$ cat src/rtl/seq_alu_pkg.sv
// rtl/seq_alu_pkg.sv - opcodes, FSM encoding and decode helper for seq_alu
// Build option: ALU_DIV_EN enables the iterative divider.
package seq_alu_pkg;

    localparam logic [4:0] ALU_ADD  = 5'b00000;
    localparam logic [4:0] ALU_SUB  = 5'b00100;
    localparam logic [4:0] ALU_AND  = 5'b00001;
    localparam logic [4:0] ALU_OR   = 5'b00101;
    localparam logic [4:0] ALU_XOR  = 5'b00010;
    localparam logic [4:0] ALU_LUI  = 5'b00110;
    localparam logic [4:0] ALU_SLL  = 5'b00011;
    localparam logic [4:0] ALU_SRL  = 5'b00111;
    localparam logic [4:0] ALU_SRA  = 5'b01111;
    localparam logic [4:0] ALU_MULU = 5'b10000;
    localparam logic [4:0] ALU_MUL  = 5'b10010;
    localparam logic [4:0] ALU_DIVU = 5'b10001;
    localparam logic [4:0] ALU_DIV  = 5'b10011;

    typedef enum logic [1:0] {
        ST_IDLE = 2'd0,
        ST_MUL  = 2'd1,
        ST_DIV  = 2'd2,
        ST_FIN  = 2'd3
    } state_t;

    // Without the divider, divide opcodes fall back to a single-cycle trap.
    function automatic logic is_multi(input logic [4:0] aluc);
`ifdef ALU_DIV_EN
        return aluc[4];
`else
        return aluc[4] & ~aluc[0];
`endif
    endfunction

endpackage

$ cat src/rtl/seq_alu_shifter.sv
// rtl/seq_alu_shifter.sv - combinational log-stage barrel shifter for seq_alu
module seq_alu_shifter #(
    parameter int WIDTH = 32,
    parameter int SHW   = $clog2(WIDTH)
) (
    input  logic [WIDTH-1:0] value,
    input  logic [SHW-1:0]   amount,
    input  logic             right,
    input  logic             arith,
    output logic [WIDTH-1:0] result
);

    always_comb begin
        result = value;
        for (int i = 0; i < SHW; i++) begin
            if (amount[i]) begin
                if (!right)
                    result = result << (1 << i);
                else if (arith)
                    result = $signed(result) >>> (1 << i);
                else
                    result = result >> (1 << i);
            end
        end
    end

endmodule

$ cat src/rtl/seq_alu.sv
// rtl/seq_alu.sv - registered ALU with iterative multiply/divide and Start/Busy/Done handshake
// Build option: ALU_DIV_EN enables the divide datapath and DIV state.
module seq_alu
    import seq_alu_pkg::*;
#(
    parameter int WIDTH = 32,
    parameter int SHW   = $clog2(WIDTH)
) (
    input  logic             Clk,
    input  logic             Clrn,
    input  logic             Start,
    input  logic [4:0]       Aluc,
    input  logic [WIDTH-1:0] X,
    input  logic [WIDTH-1:0] Y,
    output logic [WIDTH-1:0] R,
    output logic [WIDTH-1:0] Hi,
    output logic             Z,
    output logic             V,
    output logic             Busy,
    output logic             Done
);

    localparam int CW = $clog2(WIDTH + 1);

    state_t           state, state_nx;
    logic             accept, last_step;
    logic [WIDTH-1:0] r_q, hi_q;
    logic             v_q;
    logic [WIDTH-1:0] acc, mq, mcand;
    logic [CW-1:0]    cnt;
    logic             neg_lo;
`ifdef ALU_DIV_EN
    logic             neg_hi, div_zero, div_ovf;
`endif

    assign accept    = Start && (state == ST_IDLE || state == ST_FIN);
    assign last_step = (cnt == CW'(1));

    always_ff @(posedge Clk or negedge Clrn) begin
        if (!Clrn)
            state <= ST_IDLE;
        else
            state <= state_nx;
    end

    always_comb begin
        state_nx = state;
        case (state)
            ST_IDLE, ST_FIN: begin
                state_nx = ST_IDLE;
                if (Start) begin
                    if (!is_multi(Aluc))
                        state_nx = ST_FIN;
`ifdef ALU_DIV_EN
                    else if (Aluc[0])
                        state_nx = ST_DIV;
`endif
                    else
                        state_nx = ST_MUL;
                end
            end
            ST_MUL: if (last_step) state_nx = ST_FIN;
`ifdef ALU_DIV_EN
            ST_DIV: if (last_step) state_nx = ST_FIN;
`endif
            default: state_nx = ST_IDLE;
        endcase
    end

    always_comb begin
        Busy = 1'b0;
        Done = 1'b0;
        case (state)
            ST_MUL: Busy = 1'b1;
`ifdef ALU_DIV_EN
            ST_DIV: Busy = 1'b1;
`endif
            ST_FIN: Done = 1'b1;
            default: ;
        endcase
    end

    logic [WIDTH-1:0] sum_xy, dif_xy, sh_out, sc_r;
    logic             sc_v;

    assign sum_xy = X + Y;
    assign dif_xy = X - Y;

    seq_alu_shifter #(.WIDTH(WIDTH), .SHW(SHW)) u_shifter (
        .value  (Y),
        .amount (X[SHW-1:0]),
        .right  (Aluc[2]),
        .arith  (Aluc[3]),
        .result (sh_out)
    );

    always_comb begin
        sc_r = '0;
        sc_v = 1'b0;
        if (Aluc[4]) begin
            // only reaches the register file as the unsupported-divide trap
            sc_v = 1'b1;
        end else begin
            case (Aluc[1:0])
                2'b00: begin
                    if (Aluc[2]) begin
                        sc_r = dif_xy;
                        sc_v = (X[WIDTH-1] != Y[WIDTH-1]) && (dif_xy[WIDTH-1] != X[WIDTH-1]);
                    end else begin
                        sc_r = sum_xy;
                        sc_v = (X[WIDTH-1] == Y[WIDTH-1]) && (sum_xy[WIDTH-1] != X[WIDTH-1]);
                    end
                end
                2'b01:   sc_r = Aluc[2] ? (X | Y) : (X & Y);
                2'b10:   sc_r = Aluc[2] ? {Y[WIDTH/2-1:0], {(WIDTH/2){1'b0}}} : (X ^ Y);
                default: sc_r = sh_out;
            endcase
        end
    end

    logic             sgn_x, sgn_y;
    logic [WIDTH-1:0] mag_x, mag_y;

    assign sgn_x = Aluc[1] & X[WIDTH-1];
    assign sgn_y = Aluc[1] & Y[WIDTH-1];
    assign mag_x = sgn_x ? -X : X;
    assign mag_y = sgn_y ? -Y : Y;

    // One adder serves both loops: add for shift-add multiply, subtract for restoring divide.
    logic [WIDTH:0]   add_a, add_b, add_sum;
    logic             add_cin;
    logic [WIDTH-1:0] acc_n, mq_n;

    assign add_sum = add_a + add_b + {{WIDTH{1'b0}}, add_cin};

    always_comb begin
        add_a   = {1'b0, acc};
        add_b   = mq[0] ? {1'b0, mcand} : '0;
        add_cin = 1'b0;
`ifdef ALU_DIV_EN
        if (state == ST_DIV) begin
            add_a   = {acc, mq[WIDTH-1]};
            add_b   = ~{1'b0, mcand};
            add_cin = 1'b1;
        end
`endif
    end

    always_comb begin
        acc_n = add_sum[WIDTH:1];
        mq_n  = {add_sum[0], mq[WIDTH-1:1]};
`ifdef ALU_DIV_EN
        if (state == ST_DIV) begin
            // a set top bit of the trial dividend always clears the divisor
            if (add_a[WIDTH] | ~add_sum[WIDTH]) begin
                acc_n = add_sum[WIDTH-1:0];
                mq_n  = {mq[WIDTH-2:0], 1'b1};
            end else begin
                acc_n = add_a[WIDTH-1:0];
                mq_n  = {mq[WIDTH-2:0], 1'b0};
            end
        end
`endif
    end

    logic [2*WIDTH-1:0] prod;
    logic [WIDTH-1:0]   fin_r, fin_hi;
    logic               fin_v;

    assign prod = neg_lo ? -{acc_n, mq_n} : {acc_n, mq_n};

    always_comb begin
        fin_r  = prod[WIDTH-1:0];
        fin_hi = prod[2*WIDTH-1:WIDTH];
        fin_v  = 1'b0;
`ifdef ALU_DIV_EN
        if (state == ST_DIV) begin
            fin_r  = div_zero ? '1 : (neg_lo ? -mq_n : mq_n);
            fin_hi = neg_hi ? -acc_n : acc_n;
            fin_v  = div_zero | div_ovf;
        end
`endif
    end

    always_ff @(posedge Clk or negedge Clrn) begin
        if (!Clrn) begin
            r_q      <= '0;
            hi_q     <= '0;
            v_q      <= 1'b0;
            acc      <= '0;
            mq       <= '0;
            mcand    <= '0;
            cnt      <= '0;
            neg_lo   <= 1'b0;
`ifdef ALU_DIV_EN
            neg_hi   <= 1'b0;
            div_zero <= 1'b0;
            div_ovf  <= 1'b0;
`endif
        end else if (accept) begin
            if (!is_multi(Aluc)) begin
                r_q  <= sc_r;
                hi_q <= '0;
                v_q  <= sc_v;
            end else begin
                acc      <= '0;
                mq       <= mag_x;
                mcand    <= mag_y;
                cnt      <= CW'(WIDTH);
                neg_lo   <= sgn_x ^ sgn_y;
`ifdef ALU_DIV_EN
                neg_hi   <= sgn_x;
                div_zero <= (Y == '0);
                div_ovf  <= Aluc[1] && (X == {1'b1, {(WIDTH-1){1'b0}}}) && (Y == '1);
`endif
            end
        end else if (Busy) begin
            acc <= acc_n;
            mq  <= mq_n;
            cnt <= cnt - CW'(1);
            if (last_step) begin
                r_q  <= fin_r;
                hi_q <= fin_hi;
                v_q  <= fin_v;
            end
        end
    end

    assign R  = r_q;
    assign Hi = hi_q;
    assign V  = v_q;
    assign Z  = (r_q == '0);

endmodule

$ cat config.mk
export PLATFORM = sky130hd
export DESIGN_NAME = seq_alu
export DESIGN_NICKNAME = d
export VERILOG_FILES = /design/src/rtl/seq_alu_pkg.sv /design/src/rtl/seq_alu_shifter.sv /design/src/rtl/seq_alu.sv
export SDC_FILE = /design/constraint.sdc
export NUM_CORES = 1
export LEC_CHECK = 0
export BUFFER_PORTS_ARGS = -buffer_cell sky130_fd_sc_hd__buf_2
export CORE_UTILIZATION = 55
export CTS_CLUSTER_DIAMETER = 80
export DETAILED_ROUTE_END_ITERATION = 10
export PLACE_DENSITY_LB_ADDON = 0.15
export SKIP_CTS_REPAIR_TIMING = 1
export SLEW_MARGIN = 20
export SYNTH_ARGS = -nofsm -noshare
export SYNTH_HDL_FRONTEND = slang
export SYNTH_HIERARCHICAL = 1
export SYNTH_SLANG_ARGS = --single-unit
export TNS_END_PERCENT = 100
$ cat constraint.sdc
create_clock -name Clk -period 6.2 [get_ports Clk]
set_input_delay 1.24 -clock Clk [delete_from_list [all_inputs] [get_ports Clk]]
set_output_delay 1.24 -clock Clk [all_outputs]
set_load 0.05 [all_outputs]
==> flow_summary.ini <==
[run_status]
status = completed

[routing]
vias = 23600
route.detailed.drc = 0
wirelength_um = 90600
post_drt_wl_per_cell_um = 27.1
drt_iter0_markers = 3558
first_pass_iters = 6
postRouteAntennaNets = 0
vias_per_cell = 7.06

[placed_design]
gp_congestion = 1.07
dpl_cell_area_um2 = 21900
dp_cells = 3301
hpwl_um = 67900
io_buffers = 139

[critical_path]
cp_slowest_cell = o311ai_1
arrival_ps = 5140
r2r_slack_ps = 1410
path_cells = buf_4 > inv_1 > ha_1 > or2_2 > a221oi_1 > o211a_1 > nor3b_1 > o311ai_1 > a21boi_0 > nor2_1 > a211o_1 > o221a_2 > o221ai_1
required_ps = 6520
crit_path_max_fanout = 49
start_kind = primary input
r2r-start = mq[0]
end_kind = register
ff2ff_path_depth = 13
critPathMaxStageDelay_ps = 590
worstSetupPathType = in2reg
crit_start = X[0]

[power]
powerDensity_nw_per_um2 = 341
ir_drop_v = 0.000351
p_leak_nw = 9.90

[die]
die_w_um = 198
die_area_um2 = 39000
num_rows = 71
io_pins = 140
die_y_um = 198
initial_utilization = 0.558
core_region_area_um2 = 37700

[layout]
drive_gt1_frac = 0.110
stdcell_area_um2 = 22500
fin_cells = 3337
area_growth_pct = 7.19
nNetsFinal = 3019

[logic_synthesis]
yosys_warnings = 6
syn_nets = 3001
ys_seq_area_frac = 0.202
synth_cell_types = 107
syn_inst = 2791
ys_ff_latch = 170
synth_ff_type = dfrtp_1
synth_edf_count = 0
netlist_area_um2 = 21000
postSynth.asyncResetShare = 1.00
syn_area_per_cell_um2 = 7.54

[sta]
tns_ps = 0
period_needed_ps = 4820
finalCritPeriodShare = 0.778
max_slew_margin = 0.243
worstMarginPinSlew_ps = 1130
finalHoldViolations = 0
fmax_mhz = 207
rsz0062_at_grt = no
setup_violations = 0
finClkSkew_ps = 18.2
slew_viol_final = 0

[cts]
cts.sinks = 170
clockBufferDepth = 2
tritoncts = built
root_buffer = clkbuf_16
h-tree-depth = 4
clk_latency_ps = 480
numCtsBuffers = 17
path_clk_slew_ps = 70

[hold_path]
min_path_type = reg2reg
hold_depth = 2
hold_path_startpoint = mcand[2]

[run]
cap_viol_max_count = 0

[global_routing]
grt_pass1_wl_um = 135000
antenna_found_initial = 4
first_global_vias = 21800
grt_overflow = 0
grt_max_degree = 84
grt_usage = 0.459
-- area by class of cell --
class / instances / area [um2]
repair buffers: 188 / 1090
fillers: 3578 / 15100
flip-flops and latches: 170 / 4260
well taps: 511 / 639
multi-input cells: 2306 / 15500
diodes: 4 / 10.0
clock buffers: 20 / 467
clock inverters: 12 / 129
inverters: 126 / 473
-- final timing paths --
path,end
worst min-delay path,mcand[2]
max in group asynchronous,R[3]
worst max-delay path,V
min in group asynchronous,Hi[2]
worst min register to register,mcand[2]
worst max register to register,Hi[31]
-- sequential cells by signal, summed over array words and instances (netlist names), 2 cells and up --
register / cells
mq: 32
mcand: 32
R: 32
cnt: 6
acc: 32
Hi: 32
state: 2
-- power breakdown --
part / internal, mW / switching [mW] / total, mW / leakage, nW
logic: 1.49 / 3.08 / 4.57 / 7.40
registers: 1.51 / 0.483 / 1.99 / 2.21
clock network: 0.598 / 0.532 / 1.13 / 0.293
total: 3.60 / 4.10 / 7.69 / 9.90
-- metrics by stage --
stage,total power [mW],hold slack [ps],utilization,setup WS [ps]
after floorplan,5.01,438,-,2170
after global placement,6.31,454,0.583,1100
after detailed placement,6.40,455,0.583,1070
after CTS,7.55,479,0.598,1450
after global routing,8.08,502,0.598,926
final,7.69,477,0.599,1380
-- critical path: cells and delay by family --
| family | cells | cell delay [ps] |
|---|---|---|
| buffers and inverters | 2 | 720 |
| AO/OA/AOI/OAI | 7 | 2250 |
| adder cells (fa/ha/maj) | 1 | 290 |
| AND/OR/NAND/NOR | 3 | 610 |
-- layout by cell type, fill, tap and decap left out, types with 17 or more instances in the layout --
master / instances
and2_1: 46
o31ai_1: 37
nor2b_1: 24
nand3_1: 73
a211o_1: 22
o21ai_1: 40
xor2_1: 48
inv_1: 122
or3_1: 24
buf_2: 136
buf_4: 49
nor2_1: 230
nand2b_1: 20
a211oi_1: 51
o211ai_1: 41
a21oi_1: 200
o221ai_1: 18
nor4_1: 30
dfrtp_1: 169
o21a_1: 17
nor3_1: 47
o21ai_0: 259
mux2i_1: 106
a31oi_1: 44
o21bai_1: 18
xnor2_1: 113
a22oi_1: 34
clkbuf_16: 17
a21o_1: 39
o22ai_1: 30
ha_1: 135
a22o_1: 25
nand4_1: 20
nand2_1: 258
-- synthesized netlist by cell type (20+ instances only) --
master    instances  area, um2
a211o_1          22        193
nor3_1           47        235
o31ai_1          37        278
mux2i_1         106       1060
or3_1            25        156
a21o_1           39        293
a31oi_1          44        275
o22ai_1          30        188
o211ai_1         41        308
nor2b_1          24        150
nand2_1         259        972
a211oi_1         51        383
buf_2            26        130
nor2_1          231        867
a22o_1           25        219
nand2b_1         20        125
o21ai_1          40        200
ha_1            135       1690
a21oi_1         200       1000
and2_1           47        294
xnor2_1         113        990
nor4_1           30        188
clkbuf_1        129        484
xor2_1           48        420
inv_1           122        458
o21ai_0         259       1300
a22oi_1          34        255
nand4_1          20        125
nand3_1          74        370
dfrtp_1         170       4250
-- kinds of logic (layout without fill, tap and decap cells) --
kind of cell	after synthesis	after routing	synth area share
xor gates and xnor gates	161	161	0.0670
and+or+nand+nor	854	854	0.195
adders and majority gates	138	138	0.0832
DFF	170	170	0.202
other	0	4	0
buffers and inverters	315	346	0.0628
muxes	127	127	0.0665
AOI/OAI and AO/OA	1026	1026	0.323
-- layer usage --
layer,part of all wire,up-vias,global-route usage
met5,0.00014,-,0
met4,0.070,2,0.284
met3,0.11,355,0.117
met2,0.44,1652,0.710
met1,0.38,11200,0.570
li1,-,10400,-
Power figures use the tool's default switching activity.
